**src/rtl/hex_scan_ctrl.sv**
```systemverilog
// ----------------------------------------------------------------------------
// hex_scan_ctrl: 4-digit multiplexed 7-segment driver, frame-synchronous commit
// Rev 1.0
// ----------------------------------------------------------------------------
`default_nettype none

module hex_scan_ctrl #(
  parameter int DIV          = 50000,
  parameter int BLANK_CYCLES = 2
) (
  input  logic       clk,
  input  logic       rst_n,
  input  logic       in_valid,
  input  logic [7:0] in_data,
  output logic       in_ready,
  input  logic       hold,
  output logic [7:0] data_old,
  output logic [7:0] data_new,
  output logic [3:0] digit_sel,
  output logic [6:0] seg,
  output logic       frame_done
);

  localparam int MAXN = (DIV > BLANK_CYCLES) ? DIV : BLANK_CYCLES;
  localparam int CW   = $clog2(MAXN + 1);

  localparam logic [CW-1:0] DIV_LAST   = CW'(DIV - 1);
  localparam logic [CW-1:0] BLANK_LAST = CW'((BLANK_CYCLES > 0) ? BLANK_CYCLES - 1 : 0);

  typedef enum logic [0:0] {
    ST_BLANK = 1'b0,
    ST_SHOW  = 1'b1
  } state_t;

  function automatic logic [6:0] hex_dec(input logic [3:0] nib);
    logic [6:0] s;
    case (nib)
      4'h0: s = 7'h3F;
      4'h1: s = 7'h06;
      4'h2: s = 7'h5B;
      4'h3: s = 7'h4F;
      4'h4: s = 7'h66;
      4'h5: s = 7'h6D;
      4'h6: s = 7'h7D;
      4'h7: s = 7'h07;
      4'h8: s = 7'h7F;
      4'h9: s = 7'h6F;
      4'hA: s = 7'h77;
      4'hB: s = 7'h7C;
      4'hC: s = 7'h39;
      4'hD: s = 7'h5E;
      4'hE: s = 7'h79;
      default: s = 7'h71;
    endcase
    return s;
  endfunction

  function automatic logic [3:0] pick_nibble(input logic [1:0] k,
                                             input logic [7:0] nw,
                                             input logic [7:0] od);
    logic [3:0] n;
    case (k)
      2'd0:    n = nw[3:0];
      2'd1:    n = nw[7:4];
      2'd2:    n = od[3:0];
      default: n = od[7:4];
    endcase
    return n;
  endfunction

  state_t        state_q, state_d;
  logic [1:0]    digit_q, digit_d;
  logic [CW-1:0] cnt_q, cnt_d;
  logic [7:0]    old_q, old_d;
  logic [7:0]    new_q, new_d;
  logic [7:0]    pend_q, pend_d;
  logic          pend_valid_q, pend_valid_d;

  logic          in_ready_q, in_ready_d;
  logic [3:0]    digit_sel_q, digit_sel_d;
  logic [6:0]    seg_q, seg_d;
  logic          frame_done_q, frame_done_d;

  logic          boundary;

  always_comb begin
    state_d      = state_q;
    digit_d      = digit_q;
    cnt_d        = cnt_q;
    old_d        = old_q;
    new_d        = new_q;
    pend_d       = pend_q;
    pend_valid_d = pend_valid_q;

    boundary = (state_q == ST_SHOW) && (digit_q == 2'd3) && (cnt_q == DIV_LAST);

    case (state_q)
      ST_BLANK: begin
        if (cnt_q == BLANK_LAST) begin
          state_d = ST_SHOW;
          cnt_d   = '0;
        end else begin
          cnt_d = cnt_q + 1'b1;
        end
      end
      default: begin
        if (cnt_q == DIV_LAST) begin
          // Without blanking the next digit follows its predecessor directly.
          state_d = (BLANK_CYCLES == 0) ? ST_SHOW : ST_BLANK;
          digit_d = digit_q + 2'd1;
          cnt_d   = '0;
        end else begin
          cnt_d = cnt_q + 1'b1;
        end
      end
    endcase

    // Commit and accept are exclusive: accept needs an empty pending slot.
    if (boundary && pend_valid_q && !hold) begin
      old_d        = new_q;
      new_d        = pend_q;
      pend_valid_d = 1'b0;
    end
    if (in_valid && !pend_valid_q) begin
      pend_d       = in_data;
      pend_valid_d = 1'b1;
    end

    // Outputs are registered from next-state so they track the state registers exactly.
    in_ready_d   = !pend_valid_d;
    digit_sel_d  = (state_d == ST_SHOW) ? (4'b0001 << digit_d) : 4'b0000;
    seg_d        = (state_d == ST_SHOW) ? hex_dec(pick_nibble(digit_d, new_d, old_d)) : 7'h00;
    frame_done_d = (state_d == ST_SHOW) && (digit_d == 2'd3) && (cnt_d == DIV_LAST);
  end

  always_ff @(posedge clk or negedge rst_n) begin
    if (!rst_n) begin
      state_q      <= ST_BLANK;
      digit_q      <= 2'd0;
      cnt_q        <= '0;
      old_q        <= 8'h00;
      new_q        <= 8'h00;
      pend_q       <= 8'h00;
      pend_valid_q <= 1'b0;
      in_ready_q   <= 1'b1;
      digit_sel_q  <= 4'b0000;
      seg_q        <= 7'h00;
      frame_done_q <= 1'b0;
    end else begin
      state_q      <= state_d;
      digit_q      <= digit_d;
      cnt_q        <= cnt_d;
      old_q        <= old_d;
      new_q        <= new_d;
      pend_q       <= pend_d;
      pend_valid_q <= pend_valid_d;
      in_ready_q   <= in_ready_d;
      digit_sel_q  <= digit_sel_d;
      seg_q        <= seg_d;
      frame_done_q <= frame_done_d;
    end
  end

  assign in_ready   = in_ready_q;
  assign data_old   = old_q;
  assign data_new   = new_q;
  assign digit_sel  = digit_sel_q;
  assign seg        = seg_q;
  assign frame_done = frame_done_q;

endmodule

`default_nettype wire
```
**config.mk**
```make
export PLATFORM = sky130hd
export DESIGN_NAME = hex_scan_ctrl
export DESIGN_NICKNAME = d
export VERILOG_FILES = /design/src/rtl/hex_scan_ctrl.sv
export SDC_FILE = /design/constraint.sdc
export NUM_CORES = 1
export LEC_CHECK = 0
export CORE_MARGIN = 2
export CORE_UTILIZATION = 45
export CTS_CLUSTER_SIZE = 8
export DETAILED_ROUTE_END_ITERATION = 7
export PLACE_DENSITY = 0.71
export SYNTH_ARGS = -nofsm -noshare
export SYNTH_HDL_FRONTEND = slang
export SYNTH_SLANG_ARGS = --single-unit
```
**constraint.sdc**
```tcl
create_clock -name clk -period 3.1 [get_ports clk]
set_input_delay 0.62 -clock clk [delete_from_list [all_inputs] [get_ports clk]]
set_output_delay 0.62 -clock clk [all_outputs]
set_load 0.02 [all_outputs]
```
# After elaboration in Yosys (flattened, before gate mapping)
# Memory sizes are Yosys's and may differ from the RTL's.
# Cells that the tools add are included.
# classes
shifts,1
div_mod_pow,0
addsub,2
muxes,15
bitwise,0
mul,0
magnitude_cmp,0
n_eq_ne,7
reduce_logical,11
# op_table
op,n
$mux W16,3
$eq A16 B16 Y1 const B,2
$add A16 B1 Y16 const B,1
$eq A16 B1 Y1 const B,1
$mux W8,2
$pmux W4 S3,1
$logic_and A1 B1 Y1,7
$mux W7,1
$eq A2 B2 Y1 const B,3
$mux W1,5
$mux W2,2
$mux W4,1
$shl A1 B2 Y4 const A,1
$logic_not A1 Y1,3
$add A2 B1 Y2 const B,1
$eq A2 B1 Y1 const B,1
$logic_not A2 Y1,1
# word_totals
mem_bits_ro,112
reg_bits,57
latchBits,0
in_bits,12
memories,1
mem_bits_rw,0
# mem_list
memory,depth,word_bits,read_ports,rd_clocked_by_memory_dff,wr,line_no,text
(name not given),16,7,1,0,0,37,case (nib)

# Longest topological paths before layout
# Gate-level depths: netlist (run 1).
# An unclocked memory read counts as a cell.
# logic_depth
depth_word,9
depth_mapped,15
depth_no_buf,14

# Worst setup path after synthesis (run 1)
# Ideal clock, no wire load.
# synth_timing
path_type,reg-to-reg
start,register cnt_q[5]
end,register seg_q[3] (netlist: seg[3])
path_stages_with_launch,14
setup_ns,0.076
required_ns,3.024
path_buffers,1
period_less_slack_ns,3.255
setup_slack_ns,-0.155
arrival_time_ns,3.179
path_cell_list,dfrtp_1 -> or4_4 -> and4bb_2 -> and3_1 -> buf_6 -> mux2_2 -> o211ai_1 -> o21a_1 -> inv_1 -> ha_1 -> inv_1 -> a21oi_1 -> a2111o_1 -> o21ai_1
# synth_between
elab_chain_cells,8
# synth_lines
element,line_no,text
from (decl),73,"logic [CW-1:0] cnt_q, cnt_d;"
from (signal assigned),152,cnt_q <= cnt_d;
$eq A16 B16 Y1,95,boundary = (state_q == ST_SHOW) && (digit_q == 2'd3) && (cnt_q == DIV_LAST);
$logic_and A1 B1 Y1,95,
$logic_and A1 B1 Y1 (2 in a row),119,if (boundary && pend_valid_q && !hold) begin
$mux W8,119,
named net new_d[0],75,"logic [7:0] new_q, new_d;"
$pmux W4 S3,62,case (k)
$mem_v2 Z16 W7,n/a,
$mux W7,132,"seg_d = (state_d == ST_SHOW) ? hex_dec(pick_nibble(digit_d, new_d, old_d)) : 7'h00;"
named net seg_d[3],81,"logic [6:0] seg_q, seg_d;"
to (signal assigned),159,seg_q <= seg_d;
to (decl),81,
# The timed path passes the listed nets, and every way through them passes these cells.
# A chain may end at the register's enable or synchronous reset.

# Worst setup path in the final report (run 1)
# layout_timing
start,register cnt_q[4]
end,register seg_q[3] (netlist: seg[3])
# The elaborated chain is that of the path after synthesis.

==> metrics.txt, run 1 <==
FILL cells between 500 and 600; Ys Warns 0; area grow syn2layout 36.0%; Synth Net Count 276; Post-Route Skew 9.33 ps; CP startpoint kind flip-flop; Worst Path Max Fanout 7; Bufs and invs on worst path 1; RSZ-0062 raised after global routing true; fin nets 351; top post-synthesis cells by area dfrtp_1, mux2_2, ha_1; final setup violation count 0; share of layout cells above drive strength 1 between 30 and 40%; Seq cells post-synth 57; Synth area leader dfrtp_1; crit path max-delay cell type or4_4; slew margin rel. between 30 and 40%; largest family of logic cells by synthesized area simple AND/OR/NAND/NOR gates; IO Pins 41; CP Class reg -> reg; CTS buffer count 9; worst min path class in -> async; PD cells ~400 mW/mm^2; DRC 0; crit-path max cell delay 570 ps; Post-Synth Simple-Gate Area 19.2%; H-Tree Depth 3; Leak approximately 1.7 nW; maximum clock path buffer count 2; number of global-route vias before repair approximately 2300; post-DR vias/cell 5.37; die width 83.6 um; Post-Synth Adder-Cell Area 4.39%; Yosys top cell area share around half; Antenna Nets Post-Route 0; first-pass GRT wire length 11100 um; fraction of synthesized area in multiplexers 9.21%; WL final 6870 um; Slew Limit Fails 0; multi-input logic area 0.00140 mm^2; Synth Instances 254; peak supply drop 0.283 mV; initial antenna violation count 0; Die ar. approximately 0.0070 mm^2; max frequency 323 MHz; total grt overflow 0; status finished clean; 1st-pass router iterations 4; Clock Tree Root clkbuf_8; FP Rows 29; Final Wtd Congestion 0.924; die height 83.6 um; Synth Area in XOR/XNOR 5.18%; cell chain of the critical path or4_4 -> and4bb_2 -> and3_4 -> buf_6 -> mux2_1 -> o211ai_1 -> and2_4 -> mux2_4 -> o21ai_1; Initial Util 45.7%; critical path arrival 3360 ps; Critical R2R Launch cnt_q[4]; CP delay by family, top simple AND/OR/NAND/NOR gates; Max Cap Viol 0; clock net sink count 57; Final Hold Fails 0; port bufs 40; Starting DRT DRC Count 129; final worst-path cycle share 99.8%; crit end category flip-flop; Distinct cells, synth 50; TritonCTS clock tree yes; HPWL Detailed ~4800 um; asr flop ratio synth between 90% and 100%; worst skew pair latency 340 ps; CP required 3370 ps; setup_tns 0 ps; Vias ~2200; post-layout util 62.1%; min Tclk post-route 3090 ps; average size of a mapped cell 11.2 um^2; Synth Area in Compound Gates under 10%; CTS Hold Bufs 0; ys flop type dfrtp_1; Worst-Margin Slew 953 ps; Post-synth EDFFs 0; clock-pin slew on the worst setup and hold paths 70 ps; worst setup path startpoint cnt_q[4]; core footprint 0.00624 mm^2; pin count of the biggest net entering global routing 44; Wirelength per Cell 16.7 um; sequential share of the synthesized area between 50% and 60%; sequential cell area 0.00143 mm^2; diodes inserted 0; Post-Syn Area 0.00285 mm^2; total track usage 20.2%
## cell usage after synthesis (all sizes together) (2+ instances only)
cell type / n
or2: 2
nand4: 11
or4: 5
mux2: 18
mux2i: 6
and3: 8
nand3: 15
buf: 8
inv: 9
o21ai: 10
nor4: 5
nand2: 15
nor2b: 2
xor2: 7
ha: 10
or4b: 2
a221oi: 3
and2: 3
xnor2: 9
a21oi: 2
dfrtp: 56
clkbuf: 7
o211ai: 4
nor3: 3
nor2: 19
## report_power, final
group          leakage [nW]  switching [mW]  internal, mW  total [mW]
Combinational         0.892          0.0193        0.0232      0.0425
Sequential            0.708         0.00818         0.758       0.766
Clock                 0.113           0.304         0.473       0.777
## registers in the layout, indices dropped and copies added, names as in the netlist
name,count
frame_done,1
cnt_q,16
digit_q,2
data_old,8
pend_q,8
in_ready,1
pend_valid_q,1
digit_sel,4
seg,7
data_new,8
state_q,1
## stage by stage
step / instance area [um^2] / instances / worst slack (ps) / hold WS (ps) / total power, mW
3_3_place_gp: 3540 / 391 / 61.1 / 481 / 0.823
5_1_grt: 3880 / 411 / -100 / 505 / 1.64
6_report: 3880 / 411 / 6.84 / 428 / 1.59
2_1_floorplan: 2870 / 254 / -13.6 / 324 / 0.789
4_1_cts: 3770 / 407 / -3.54 / 458 / 1.60
3_5_place_dp: 3540 / 391 / -13.4 / 490 / 0.824
## final timing paths
check	endpoint	slack [ps]	cells past startpoint
max in group asynchronous	pend_q[2]	1970	2
max	seg[3]	7	9
min	seg[0]	430	1
max reg2reg	seg[3]	7	9
min reg2reg	in_ready	490	1
min in group clk	in_ready	490	1
## cell usage in the layout (no fill, tap or decap), drive strengths merged, types with 2 or more instances in the layout
cell type and n:
bufinv 2, and2 4, or2 2, inv 9, a221oi 3, clkdlybuf4s50 39, nand3 15, and3 8
clkbuf 11, nor2b 2, o211ai 4, or4b 2, o21ai 10, mux2 18, ha 10, xnor2 9
nand2 15, nand4 11, clkinv 4, or4 5, dfrtp 56, nor4 5, buf 39, nor3 3
mux2i 6, nor2 19, xor2 7, a21oi 2
## logic make-up (layout without fill, tap and decap cells)
logic type | after synthesis | after routing
AO/OA/AOI/OAI | 28 | 28
XOR/XNOR | 16 | 16
adder cells (fa/ha/maj) | 10 | 10
buffers and inverters | 25 | 104
flip-flops | 57 | 57
multiplexers | 24 | 24
AND/OR/NAND/NOR | 94 | 95
## per-layer routing
metal	global-route usage, %	routed length (um)	vias to the layer above
met5	0	0	-
met4	8.21	119	0
met3	4.95	276	10
met2	32.1	3340	58
met1	26.4	3130	1085
li1	-	-	1056
## layout make-up
type                            count  share of cell area [%]
Clock buffer                       11                    3.65
Clock inverter                      5                    2.03
Inverter                           10                    1.16
Multi-Input combinational cell    173                    36.0
Sequential cell                    57                    36.8
Tap cell                           77                    2.48
Timing Repair Buffer               78                    17.8
## what timing repair did
item	4_1_cts	5_1_grt
endpoints found under the hold margin	0	0
endpoints found under the setup margin	3	8
resized for setup	2	29
cloned	0	1
pin swaps	1	10
setup buffers	0	4
(Power assumes the default switching activity.)
==> inputs of run 2 (changes only) <==
--- a/config.mk
+++ b/config.mk
@@ -5,6 +5,7 @@
 export SDC_FILE = /design/constraint.sdc
 export NUM_CORES = 1
 export LEC_CHECK = 0
+export CAP_MARGIN = 20
 export CORE_MARGIN = 2
 export CORE_UTILIZATION = 45
 export CTS_CLUSTER_SIZE = 8
==> results of run 2 <==
The final DEF is identical to that of run 1; final timing and power are the same.
==> variant, RTL diff (config.mk and constraints of run 2) <==
Set the parameter `DIV` to 25000 (it was 50000).
--- a/src/rtl/hex_scan_ctrl.sv
+++ b/src/rtl/hex_scan_ctrl.sv
@@ -7,3 +7,3 @@
 module hex_scan_ctrl #(
-  parameter int DIV          = 50000,
+  parameter int DIV          = 25000,
   parameter int BLANK_CYCLES = 2
Formal check against the unedited RTL: same outputs for any inputs over 10 cycles, from zero or initial values and one cycle with rst_n low; that may be too few to reach the edited logic, so the function may still have changed.
==> variant against run 2 <==
The run now ends with setup timing left. Critical path depth up 3. Clock skew decreased by 0.0015 ns. Utilization grew 3.5 points. Hold slack lost 0.13 ns. Sequential cell count fell by 1. Total power decreased by 20%. Routed wire length fell by 7.5%. Sequential power fell by 2%. Synthesized area decreased by 6.8%. Cell area is 5.0% lower. Setup slack worse by 0.065 ns. Count of clock-buffer cells in the layout decreased by 5. First-iteration DRC count decreased by 0.78%. Largest cell class unchanged. Largest power group is now sequential cells.
==> variant: results (changes against run 2) <==
stage	metric	value	unit	change
clock_network	htreeDepth	2		-1
place	place.gp.congestion	0.859		-7.1%
final_layout	largest_reg_flops	15		-1
outcome	violations	setup timing		
place	post-place-ws	-0.138	ns	-0.125 ns
timing	setup_ws	-0.0579	ns	-0.0647 ns
detailed_routing	initialDrtViolationCount	128		-0.78%
global_routing	grt_max_degree	33		-25%
synth	synth_fp_nets	261		-5.4%
power_and_ir_drop	p_leak	1.69	nW	-1.7%
final_layout	final_cells	391		-4.9%
detailed_routing	wl	6350	µm	-7.5%
setup_path	path_buf_inv	2		+1
final_layout	nets	340		-3.1%
detailed_routing	avgViaCountPerCell	5.55		+3.2%
timing	setup_violations	3		+3
power_and_ir_drop	ir_drop	220	µV	-22%
setup_path	cp_max_fo	4		-3
synth	synth_commonest_cells	55 x dfrtp_1, 32 x nand2_1, 18 x nor2_1		
synth	ys_seq_area_frac	0.528		+0.0271
timing	worst_slew_pin_slew	0.728	ns	-0.225 ns
synth	synth_cells	239		-5.9%
global_routing	grt_pass1_vias	2236		-3.7%
timing	finClkSkew	0.00786	ns	-0.00147 ns
clock_network	cts_buffers	5		-4
global_routing	grt_usage	0.209		+0.00691
place	place_area	0.00342	mm²	-3.4%
place	dp.cells	377		-3.6%
synth	ys_top_cells_by_area	dfrtp_1 52%, mux2_2 6.8%, ha_1 4.7%		
synth	ys_types	44		-12%
timing	fin_hold_ws	0.296	ns	-0.132 ns
outcome	outcome	complete, but fails checks		
## variant: cell types whose count changed after synthesis, moves of 4 or more
cell,change
clkbuf_1,-4
mux2i_1,-4
nand2_1,+17
nand3_1,-6
nor3_1,+5
o211ai_1,-4
or4_1,-4
## variant: where the power goes
group	internal, W	switching (W)	total (W)
sequential	0.000742	0.00000720	0.000749
clock	0.000240	0.000242	0.000482
combinational	0.0000219	0.0000184	0.0000404
total	0.00100	0.000267	0.00127
## variant: kinds of logic (layout without fill, tap and decap cells)
group | Yosys count | count (layout) | synth area share
multiplexers | 19 | 19 | 0.0838
buffers and inverters | 17 | 97 | 0.0320
adder cells (fa/ha/maj) | 10 | 10 | 0.0471
XOR/XNOR | 15 | 15 | 0.0523
AO/OA/AOI/OAI | 23 | 23 | 0.0669
flip-flops | 56 | 56 | 0.528
AND/OR/NAND/NOR | 99 | 99 | 0.190
## variant: timing repair
action                                  in CTS  in global routing
gates resized for setup                      8                 17
pin swaps                                    3                  4
hold buffers                                 0                  0
buffers inserted                             2                  4
endpoints found under the setup margin       5                  7
## variant: final cells by class
cell class / count / area [µm²]
fillers: 424 / 1920
flip-flops and latches: 56 / 1400
multi-input cells: 166 / 1330
repair buffers: 80 / 711
well taps: 72 / 90.1
clock buffers: 6 / 72.6
inverters: 9 / 43.8
clock inverters: 2 / 35.0
## variant: metal layers
metal / wire length (µm) / up-vias / global-route usage
li1: - / 1005 / -
met1: 2720 / 1112 / 0.259
met2: 3330 / 43 / 0.370
met3: 214 / 9 / 0.0422
met4: 82 / 0 / 0.0542
met5: 0 / - / 0
